<file path="src/rtl/idct_izigzag_buf_pkg.sv">
// rtl/idct_izigzag_buf_pkg.sv - shared widths and zigzag scan table for the inverse-zigzag buffer
//
// Purpose : constants shared by the inverse-zigzag ping-pong buffer and its ROM.
//   DW           coefficient width (two's complement), matches IDCTTop data_in
//   NCOEF        coefficients per 8x8 block
//   AW           address width, log2(NCOEF)
//   ZZ_TO_RASTER zigzag scan index -> raster (row-major) address
package idct_pkg;

  localparam int DW    = 16;
  localparam int NCOEF = 64;
  localparam int AW    = 6;

  localparam logic [AW-1:0] ZZ_TO_RASTER [0:NCOEF-1] = '{
    6'd0,  6'd1,  6'd8,  6'd16, 6'd9,  6'd2,  6'd3,  6'd10,
    6'd17, 6'd24, 6'd32, 6'd25, 6'd18, 6'd11, 6'd4,  6'd5,
    6'd12, 6'd19, 6'd26, 6'd33, 6'd40, 6'd48, 6'd41, 6'd34,
    6'd27, 6'd20, 6'd13, 6'd6,  6'd7,  6'd14, 6'd21, 6'd28,
    6'd35, 6'd42, 6'd49, 6'd56, 6'd57, 6'd50, 6'd43, 6'd36,
    6'd29, 6'd22, 6'd15, 6'd23, 6'd30, 6'd37, 6'd44, 6'd51,
    6'd58, 6'd59, 6'd52, 6'd45, 6'd38, 6'd31, 6'd39, 6'd46,
    6'd53, 6'd60, 6'd61, 6'd54, 6'd47, 6'd55, 6'd62, 6'd63
  };

endpackage

</file>
<file path="src/rtl/idct_izigzag_buf_if.sv">
// rtl/idct_izigzag_buf_if.sv - coefficient input and raster output stream bundle
//
// Purpose : groups the zigzag-order input handshake and the raster-order output
//           stream of the inverse-zigzag buffer.
//   coef_in/coef_mode/coef_valid  master -> slave, zigzag-order coefficients
//   coef_ready                    slave -> master, beat transfers on valid & ready
//   data_out/mode_out             slave -> master, raster-order data and block mode
//   out_valid/out_start           slave -> master, beat valid and beat-0 pulse
interface idct_izigzag_buf_if;
  import idct_pkg::*;

  logic [DW-1:0] coef_in;
  logic          coef_mode;
  logic          coef_valid;
  logic          coef_ready;
  logic [DW-1:0] data_out;
  logic          mode_out;
  logic          out_valid;
  logic          out_start;

  modport slave (
    input  coef_in, coef_mode, coef_valid,
    output coef_ready, data_out, mode_out, out_valid, out_start
  );

  modport master (
    output coef_in, coef_mode, coef_valid,
    input  coef_ready, data_out, mode_out, out_valid, out_start
  );

endinterface

</file>
<file path="src/rtl/idct_izigzag_buf_zigzag_rom.sv">
// rtl/idct_izigzag_buf_zigzag_rom.sv - combinational zigzag scan index to raster address lookup
//
// Purpose : maps the position of a coefficient in JPEG zigzag scan order to its
//           row-major address inside the 8x8 block.
//   i_idx   in  AW  zigzag scan index 0..63
//   o_addr  out AW  raster address 0..63
module idct_zigzag_rom
  import idct_pkg::*;
(
  input  logic [AW-1:0] i_idx,
  output logic [AW-1:0] o_addr
);

  assign o_addr = ZZ_TO_RASTER[i_idx];

endmodule

</file>
<file path="src/rtl/idct_izigzag_buf.sv">
// rtl/idct_izigzag_buf.sv - inverse-zigzag ping-pong block buffer feeding IDCTTop
//
// Purpose : accepts one 8x8 block of coefficients in zigzag order into one of two
//           banks, and streams a full bank to IDCTTop in raster order as 64
//           consecutive beats while the other bank is being filled.
//   clk    in  1   clock, all state on rising edge
//   rst_b  in  1   asynchronous active-low reset
//   bus    slave   coef_in/coef_mode/coef_valid/coef_ready input stream,
//                  data_out/mode_out/out_valid/out_start output stream
module idct_izigzag_buf
  import idct_pkg::*;
(
  input  logic              clk,
  input  logic              rst_b,
  idct_izigzag_buf_if.slave bus
);

  localparam logic [0:0] S_IDLE = 1'b0;
  localparam logic [0:0] S_RUN  = 1'b1;

  localparam logic [AW-1:0] LAST_IDX = AW'(NCOEF - 1);

  logic [DW-1:0] r_bank [0:1][0:NCOEF-1];
  logic [1:0]    r_bank_mode;
  logic [1:0]    r_full;
  logic          r_wr_bank;
  logic          r_rd_bank;
  logic [AW-1:0] r_wr_cnt;
  logic [AW-1:0] r_rd_cnt;
  logic [0:0]    r_state;
  logic [DW-1:0] r_data_out;
  logic          r_mode_out;
  logic          r_out_valid;
  logic          r_out_start;

  logic          w_coef_ready;
  logic          w_accept;
  logic          w_wr_done;
  logic          w_rd_done;
  logic          w_other_full;
  logic [AW-1:0] w_wr_addr;

  idct_zigzag_rom u_rom (
    .i_idx  (r_wr_cnt),
    .o_addr (w_wr_addr)
  );

  assign w_coef_ready = !r_full[r_wr_bank];
  assign w_accept     = bus.coef_valid && w_coef_ready;
  assign w_wr_done    = w_accept && (r_wr_cnt == LAST_IDX);
  assign w_rd_done    = (r_state == S_RUN) && (r_rd_cnt == LAST_IDX);

  // The other bank counts as ready if it is already full or is being completed
  // on this very edge; without the second term a source streaming at full rate
  // would see a one-cycle bubble every other block.
  assign w_other_full = r_full[~r_rd_bank] ||
                        (w_wr_done && (r_wr_bank == ~r_rd_bank));

  // Coefficient storage carries no reset: validity lives entirely in r_full.
  always_ff @(posedge clk) begin
    if (w_accept) begin
      r_bank[r_wr_bank][w_wr_addr] <= bus.coef_in;
    end
  end

  always_ff @(posedge clk or negedge rst_b) begin
    if (!rst_b) begin
      r_wr_cnt    <= '0;
      r_wr_bank   <= 1'b0;
      r_bank_mode <= '0;
    end else if (w_accept) begin
      r_wr_cnt <= r_wr_cnt + 1'b1;
      if (r_wr_cnt == '0) begin
        r_bank_mode[r_wr_bank] <= bus.coef_mode;
      end
      if (w_wr_done) begin
        r_wr_bank <= ~r_wr_bank;
      end
    end
  end

  // Writer only completes an empty bank and the reader only drains a full one,
  // so a set and a clear never target the same bank in one cycle.
  always_ff @(posedge clk or negedge rst_b) begin
    if (!rst_b) begin
      r_full <= '0;
    end else begin
      for (int b = 0; b < 2; b++) begin
        if (w_wr_done && (r_wr_bank == 1'(b))) begin
          r_full[b] <= 1'b1;
        end else if (w_rd_done && (r_rd_bank == 1'(b))) begin
          r_full[b] <= 1'b0;
        end
      end
    end
  end

  always_ff @(posedge clk or negedge rst_b) begin
    if (!rst_b) begin
      r_state     <= S_IDLE;
      r_rd_bank   <= 1'b0;
      r_rd_cnt    <= '0;
      r_data_out  <= '0;
      r_mode_out  <= 1'b0;
      r_out_valid <= 1'b0;
      r_out_start <= 1'b0;
    end else begin
      case (r_state)
        S_IDLE: begin
          r_out_valid <= 1'b0;
          r_out_start <= 1'b0;
          if (r_full[r_rd_bank]) begin
            r_state <= S_RUN;
          end
        end
        S_RUN: begin
          r_data_out  <= r_bank[r_rd_bank][r_rd_cnt];
          r_out_valid <= 1'b1;
          r_out_start <= (r_rd_cnt == '0);
          if (r_rd_cnt == '0) begin
            r_mode_out <= r_bank_mode[r_rd_bank];
          end
          r_rd_cnt <= r_rd_cnt + 1'b1;
          if (w_rd_done) begin
            r_rd_bank <= ~r_rd_bank;
            if (!w_other_full) begin
              r_state <= S_IDLE;
            end
          end
        end
        default: r_state <= S_IDLE;
      endcase
    end
  end

  assign bus.coef_ready = w_coef_ready;
  assign bus.data_out   = r_data_out;
  assign bus.mode_out   = r_mode_out;
  assign bus.out_valid  = r_out_valid;
  assign bus.out_start  = r_out_start;

endmodule

</file>
<file path="src/flat_wrapper.sv">
// flat-port wrapper written by rule: the top's interface ports become plain ports
module idct_izigzag_buf_flat import idct_pkg::*;
  (clk, rst_b, bus_coef_in, bus_coef_mode, bus_coef_valid, bus_coef_ready, bus_data_out, bus_mode_out, bus_out_valid, bus_out_start);
  idct_izigzag_buf_if bus_i ();
  input  logic clk;
  input  logic rst_b;
  input wire logic [$bits(bus_i.coef_in)-1:0] bus_coef_in;
  input wire logic [$bits(bus_i.coef_mode)-1:0] bus_coef_mode;
  input wire logic [$bits(bus_i.coef_valid)-1:0] bus_coef_valid;
  output wire logic [$bits(bus_i.coef_ready)-1:0] bus_coef_ready;
  output wire logic [$bits(bus_i.data_out)-1:0] bus_data_out;
  output wire logic [$bits(bus_i.mode_out)-1:0] bus_mode_out;
  output wire logic [$bits(bus_i.out_valid)-1:0] bus_out_valid;
  output wire logic [$bits(bus_i.out_start)-1:0] bus_out_start;
  assign bus_i.coef_in = bus_coef_in;
  assign bus_i.coef_mode = bus_coef_mode;
  assign bus_i.coef_valid = bus_coef_valid;
  assign bus_coef_ready = bus_i.coef_ready;
  assign bus_data_out = bus_i.data_out;
  assign bus_mode_out = bus_i.mode_out;
  assign bus_out_valid = bus_i.out_valid;
  assign bus_out_start = bus_i.out_start;
  idct_izigzag_buf u_core (.clk(clk), .rst_b(rst_b), .bus(bus_i));
endmodule
</file>
<file path="config.mk">
export PLATFORM = sky130hd
export DESIGN_NAME = idct_izigzag_buf_flat
export DESIGN_NICKNAME = d
export VERILOG_FILES = /design/src/rtl/idct_izigzag_buf_pkg.sv /design/src/rtl/idct_izigzag_buf_if.sv /design/src/rtl/idct_izigzag_buf_zigzag_rom.sv /design/src/rtl/idct_izigzag_buf.sv /design/src/flat_wrapper.sv
export SDC_FILE = /design/constraint.sdc
export NUM_CORES = 2
export LEC_CHECK = 0
export ABC_AREA = 0
export BUFFER_PORTS_ARGS = -buffer_cell sky130_fd_sc_hd__buf_2
export CAP_MARGIN = 40
export CORE_ASPECT_RATIO = 1.25
export CORE_MARGIN = 3
export CORE_UTILIZATION = 50
export DETAILED_ROUTE_END_ITERATION = 10
export GPL_ROUTABILITY_DRIVEN = 1
export PLACE_DENSITY = 0.65
export SKIP_CTS_REPAIR_TIMING = 1
export SYNTH_ARGS = -nofsm -noshare
export SYNTH_HDL_FRONTEND = slang
export SYNTH_HIERARCHICAL = 1
export SYNTH_SLANG_ARGS = --single-unit
export TNS_END_PERCENT = 5
</file>
<file path="constraint.sdc">
create_clock -name clk -period 13 [get_ports clk]
set_input_delay 1.3 -clock clk [delete_from_list [all_inputs] [get_ports clk]]
set_output_delay 1.3 -clock clk [all_outputs]
set_load 0.05 [all_outputs]
</file>
# --- Word level (Yosys, flattened, before mapping) ---
# Memories as Yosys holds them, arrays and structs flattened.
# Cells that the tools add are included.
# W data, S select, Z words.
classes:
  bitwise: 6
  n_lt_le_gt_ge: 8
  n_mux: 30
  n_reduce_logical: 20
  n_eq_ne: 3
  add_sub_neg: 2
ops:
  columns: ["operator", "count"]
  rows:
  - ["$mux W1024", 1]
  - ["$bmux W16 S6", 1]
  - ["$demux W16 S6", 1]
  - ["$mux W16", 3]
  - ["$ge A7 B7 Y1 const B", 3]
  - ["$not A6 Y7", 3]
  - ["$mux W1", 17]
  - ["$add A6 B1 Y6 const B", 2]
  - ["$eq A6 B6 Y1 const B", 2]
  - ["$logic_not A6 Y1", 2]
  - ["$mux W6", 2]
  - ["$logic_and A1 B1 Y1", 10]
  - ["$reduce_and A2 Y1", 4]
  - ["$lt A7 B1 Y1 const B", 1]
  - ["$lt A1 B2 Y1 const B", 3]
  - ["$pmux W1 S2", 3]
  - ["$reduce_bool A2 Y1", 2]
  - ["$not A1 Y1", 3]
  - ["$bwmux W2", 1]
  - ["$demux W1 S1", 1]
  - ["$eq A1 B1 Y1", 1]
  - ["$ge A1 B1 Y1 const B", 1]
  - ["$logic_not A1 Y1", 1]
  - ["$logic_or A1 B1 Y1", 1]
totals:
  register_bits: 38
  word_cells: 83
  inputBits: 20
  rom_bits: 384
  n_memories: 2
  ramBits: 2048
  out_inout_bits: 20
memory_table:
  columns: ["memory", "depth", "word_bits", "rd", "rd_ports_with_merged_regs", "wr", "line_no", "rtl"]
  rows:
  - ["u_core.r_bank", 2, 1024, 1, 0, 1, "idct_izigzag_buf.sv:23", "logic [DW-1:0] r_bank [0:1][0:NCOEF-1];"]
  - ["(name not given)", 64, 6, 1, 0, 0, "idct_izigzag_buf_zigzag_rom.sv:14", "assign o_addr = ZZ_TO_RASTER[i_idx];"]

# --- Logic depth before layout (Yosys ltp) ---
depth:
  ltp_word: 10
  ltp_mapped: 12
  ltp_nobuf: 10

# --- Modules after synthesis ---
# The synthesis kept the hierarchy.
by_module_without_submodules:
  columns: ["mod", "area_per_inst_um2", "cells_per_inst", "n_inst", "seq_area_each_um2"]
  rows:
  - ["idct_izigzag_buf", 80086.8, 3378, 1, 62449.9]
  - ["idct_zigzag_rom", 729.4, 110, 1, 0.0]

# --- Worst setup path after synthesis ---
# OpenSTA, ideal clock, no wires.
synth_timing:
  path_kind: "register to register"
  from: "register u_core.r_wr_cnt[0]"
  to: "memory u_core/r_bank[1][128] (netlist bit), enable pin"
  setup_ns: 0.431
  t_required_ns: 12.569
  period_less_slack_ns: 4.398
  t_arrival_ns: 3.967
  stages_incl_launch_ff: 10
  slack_ns: 8.602
  n_path_buf: 1
  path_cell_list: "dfrtp_1 -> buf_2 -> inv_1 -> ha_1 -> nor2b_1 -> a211oi_1 -> or3_1 -> o22ai_1 -> nand4_1 -> nor4_1"
synth_between:
  elab_chain_len: 10
  word_cells_on_any_way: 11
  classes_between: "order compare: 2; mux: 5; bitwise: 2; reduce/logical: 1; memory: 1"
synth_lines:
  columns: ["item", "line_no", "rtl"]
  rows:
  - ["start: declaration", "idct_izigzag_buf.sv:28", "logic [AW-1:0] r_wr_cnt;"]
  - ["start signal: assignment", "idct_izigzag_buf.sv:72", "r_wr_cnt <= r_wr_cnt + 1'b1;"]
  - ["$not A6 Y7 (implied by the code) (*)", "idct_izigzag_buf_zigzag_rom.sv:14", null]
  - ["$mem_v2 Z64 W6 (*)", null, null]
  - ["$mux W6 (implied by the code) (*) (2 in a row)", "idct_izigzag_buf_zigzag_rom.sv:14", null]
  - ["net u_core.w_wr_addr[1]", "idct_izigzag_buf.sv:41", "logic [AW-1:0] w_wr_addr;"]
  - ["$not A6 Y7 (implied by the code) (*)", "idct_izigzag_buf.sv:62", "r_bank[r_wr_bank][w_wr_addr] <= bus.coef_in;"]
  - ["$ge A7 B7 Y1 (implied by the code) or $lt A7 B1 Y1 (tied branches)", "idct_izigzag_buf.sv:62", null]
  - ["$logic_and A1 B1 Y1 (implied by the code)", "idct_izigzag_buf.sv:62", null]
  - ["$mux W16 (implied by the code)", "idct_izigzag_buf.sv:62", null]
  - ["$demux W16 S6 (*)", "idct_izigzag_buf.sv:62", null]
  - ["$mux W1024 (implied by the code) (*)", "idct_izigzag_buf.sv:62", null]
  - ["end: declaration", "idct_izigzag_buf.sv:23", null]
# Mark *: on every way through the listed nets, which the timed path passes. The rest lies on a longest branch. The select of a mux whose other input is x is not followed.

# --- Final worst setup path ---
layout_timing:
  from: "register u_core.r_rd_bank"
  to: "register u_core.r_data_out[12] (netlist: u_core/bus.data_out[12])"
layout_between:
  elab_chain_len: 4
layout_lines:
  columns: ["item", "line_no", "rtl"]
  rows:
  - ["start: declaration", "idct_izigzag_buf.sv:27", "logic r_rd_bank;"]
  - ["start signal: assignment", "idct_izigzag_buf.sv:125", "r_rd_bank <= ~r_rd_bank;"]
  - ["$mem_v2 Z2 W1024", null, null]
  - ["$bmux W16 S6", "idct_izigzag_buf.sv:117", "r_data_out <= r_bank[r_rd_bank][r_rd_cnt];"]
  - ["$mux W16 (implied by the code) (2 in a row)", "idct_izigzag_buf.sv:117", null]
  - ["end signal: assignment", "idct_izigzag_buf.sv:117", null]
  - ["end: declaration", "idct_izigzag_buf.sv:31", "logic [DW-1:0] r_data_out;"]
# No other way between the ends. The select of a mux whose other input is x is not followed.
# A chain may end at the register's enable or synchronous reset.

==> metrics.md <==
| Metric | Value |
|---|---|
| Outcome | `completed` |
| Comb pwr share | `approximately 1.0%` |
| Vias in the first global route | `about 38000` |
| RD Place Congestion | `around 0.84` |
| Gate Count Post-Synth | `roughly 3500` |
| Post-DP HPWL | `~120000 µm` |
| CP max stage delay | `around 0.84 ns` |
| Area growth syn-to-layout | `12.4%` |
| Die area | `between 150000 and 200000 µm²` |
| FFs w/ async S/R, synth | `around 1.8%` |
| FP Rows | `roughly 160` |
| Synth Area in Simple Gates | `under 10%` |
| Vias | `between 30000 and 40000` |
| Syn avg cell area | `about 23 µm²` |
| Clock share of power | `around two fifths` |
| Sequential share of power | `between 50% and 60%` |
| Via/cell ratio | `6.33` |
| DR pass1 iterations | `7` |
| Die Y-Extent | `between 400 and 500 µm` |
| Yosys top cell by area | `edfxtp_1` |
| Slew headroom | `between 30% and 40%` |
| Crit Path Category | `reg2reg` |
| TritonCTS buffer count | `between 150 and 200` |
| Initial antenna violation count | `13` |
| Reg clk slew, reported paths | `about 0.060 ns` |
| Mapped cell area | `around 80000 µm²` |
| Root buffer cell | `clkbuf_16` |
| Global-route wire length before repair | `slightly below 300000 µm` |
| HP Class | `in2async` |
| Number of enable flip-flop cells after synthesis | `between 2000 and 2500` |
| RSZ-0062 raised after global routing | `false` |
| Clock skew | `0.0252 ns` |
| Most common cell in the netlist | `edfxtp_1` |
| Switching pwr | `roughly 2.5 mW` |
| Top post-synthesis cells by area | `edfxtp_1 76%, mux4_2 17%, dfrtp_1 1.2%` |
| Top Layer Used | `met5` |
| Sw Ratio | `about a fifth` |
| Fin crit share | `37.8%` |
| Crit path from | `u_core/r_rd_bank$_DFFE_PN0P_` |
| Met2 wire length | `101000 µm` |
| Largest net degree at the start of global routing | `roughly 130` |
| Top FF cell, synth | `edfxtp_1` |
| Seq/Total Area, Yosys | `77.3%` |
| Die width | `between 300 and 400 µm` |
| Startpoint Class | `flop` |
| I/O pins | `40` |
| Worst skew pair latency | `a little over 0.8 ns` |
| Core area | `160000 µm²` |
| Setup slack, reg-to-reg | `~8.1 ns` |
| Initial DRC Count | `5339` |
| CP max FO | `98` |
| FF+latch count, synth | `around 2100` |
| Final wirelength | `between 200000 and 250000 µm` |
| Maximum clock frequency | `roughly 200 MHz` |
| Crit-path cells | `buf_4, buf_12, mux4_2, mux2i_1, o22ai_1, nor3_1, o2bb2ai_1, or3_1` |
| Total GRT Usage | `24.7%` |
| Antenna Nets Post-Route | `0` |
| Clock tree from TritonCTS | `built` |
| Met1 wire length | `between 70000 and 80000 µm` |
| Starting Density | `around half` |
| Worst Setup End Kind | `flop` |
| Max-slew violations | `0` |
| Leakage power | `about 27 nW` |
| Worst R2R End | `u_core/bus.data_out[12]$_DFFE_PN0P_` |
| Unique masters post-synth | `67` |
| R2R cell count | `8` |
| Final min period | `between 4 and 5 ns` |
| Post-synthesis xor/xnor area fraction | `less than 1%` |
| Post-Synth Adder-Cell Area | `less than 1%` |
| Setup Viol. Count Final | `0` |
| Worst EP arrival | `~5.6 ns` |
| Wire per inst | `~33 µm` |
| Grt ovf | `0` |
| Met3 routed WL | `between 15000 and 20000 µm` |
| WHS | `0.382 ns` |
| Mux cell area share after synthesis | `between 10% and 20%` |
| Crit-path slowest cell | `nor3_1` |
| DRC viols | `0` |
| Nets | `approximately 3800` |
| Worst-Margin Slew | `between 1 and 1.5 ns` |
| PortBufs | `39` |
| Max Buffers Root-to-Sink | `3` |
| Peak supply drop | `0.0964 mV` |
| Fill count | `11490` |
| Synth Area in Compound Gates | `under 10%` |
| CTS Sinks | `2086` |
| Syn Nets | `3523` |
| Worst Path Required | `roughly 14 ns` |
| H-tree levels | `4` |
| Fin. Hold Viols | `0` |
| Layout cells sized above 1 | `between 30 and 40%` |
| Synth warn | `6` |
| Pwr dens | `~140 nW/µm²` |
| DP Area | `85000 µm²` |
| Synth top area share | `about three quarters` |
| Largest family of logic cells by synthesized area | `multiplexers` |
| Setup TNS Final | `0 ns` |
| Top cells by count, synth | `2048 x edfxtp_1, 608 x mux4_2, 151 x nor2_1, 78 x nand2_1, 77 x mux2i_1` |
| Max_cap viols | `0` |
| Design area | `90900 µm²` |
| Reg-to-Reg Start | `u_core/r_rd_bank$_DFFE_PN0P_` |
| Internal power | `between 10 and 15 mW` |
## critical path, delay by kind of cell (launching register included)
kind,cells,cell delay [ns]
simple gates,2,1.23
flops,1,0.74
mux,2,0.88
compound gates,2,0.45
buf+inv,2,1.36
## layout by cell type (no fill, tap or decap), types with 11 or more instances in the layout
cell / count
o211ai_1: 12
mux4_2: 608
nand2b_1: 14
nor2_2: 39
clkbuf_16: 192
mux2i_1: 77
a32oi_1: 13
edfxtp_1: 2048
clkinv_1: 48
buf_16: 11
a21oi_1: 19
ha_1: 15
nand3_1: 21
buf_4: 170
dfrtp_1: 33
nor2b_1: 15
clkinv_2: 33
buf_8: 28
clkbuf_1: 49
o21ai_0: 17
bufinv_16: 12
nand2_1: 78
nor2_1: 112
buf_2: 23
## state kept, by name (all words and copies together), names as in the netlist
register	flops
u_core/r_state	1
u_core/bus.data_out	16
u_core/r_bank_mode	2
u_core/r_wr_cnt	6
u_core/r_rd_cnt	6
u_core/bus.out_valid	1
u_core/r_wr_bank	1
u_core/r_full	2
u_core/r_bank	2048
u_core/bus.out_start	1
u_core/bus.mode_out	1
u_core/r_rd_bank	1
## through the flow
stage	setup WS (ns)	std cells	power, mW	utilization (%)
after floorplan	8.60	3488	7.52	-
after global placement	7.86	5647	7.64	52.5
after detailed placement	8.02	5696	7.65	53.1
after CTS	8.02	6039	12.9	56.7
after global routing	7.84	6042	13.2	56.7
final	8.08	6046	12.8	56.7
## worst max-delay path by stage
| stage | slack, ns | to |
|---|---|---|
| after floorplan | 8.60 | u_core/r_bank[1][128]$_DFFE_PP_ |
| after global placement | 7.86 | u_core/r_bank[1][933]$_DFFE_PP_ |
| after detailed placement | 8.02 | u_core/bus.data_out[12]$_DFFE_PN0P_ |
| after CTS | 8.02 | u_core/bus.data_out[12]$_DFFE_PN0P_ |
| after global routing | 7.84 | u_core/bus.data_out[0]$_DFFE_PN0P_ |
| final | 8.08 | u_core/bus.data_out[12]$_DFFE_PN0P_ |
## power by group through the flow
stage	Combinational, mW	Sequential, mW	Clock [mW]
floorplan	0.0000202	7.52	0
global placement	0.118	7.52	0
detailed placement	0.129	7.52	0
CTS	0.128	7.38	5.39
global route	0.138	7.37	5.64
finish	0.127	7.38	5.30
## final cells by class
cell class | instances | area [µm²] | area share (%)
sequential | 2086 | 62500 | 68.7
multi-input combinational | 1194 | 17500 | 19.3
clock buffer | 242 | 5000 | 5.50
tap | 2158 | 2700 | 2.97
timing repair buffer | 246 | 2330 | 2.57
clock inverter | 101 | 803 | 0.884
inverter | 14 | 55.1 | 0.0606
antenna | 5 | 12.5 | 0.0138
## routing by layer
| layer | global-route usage [%] | vias to the layer above |
|---|---|---|
| li1 | - | 15338 |
| met4 | 9.23 | 4 |
| met3 | 4.12 | 342 |
| met1 | 34.4 | 20735 |
| met5 | 0 | - |
| met2 | 39.6 | 1838 |
## logic make-up after synthesis
| logic type | after synthesis |
|---|---|
| buffers and inverters | 208 |
| flip-flops | 2086 |
| XOR/XNOR | 13 |
| multiplexers | 691 |
| adder cells (fa/ha/maj) | 15 |
| AND/OR/NAND/NOR | 330 |
| AO/OA/AOI/OAI | 145 |
Note: power is estimated with default switching activity, not from simulation.
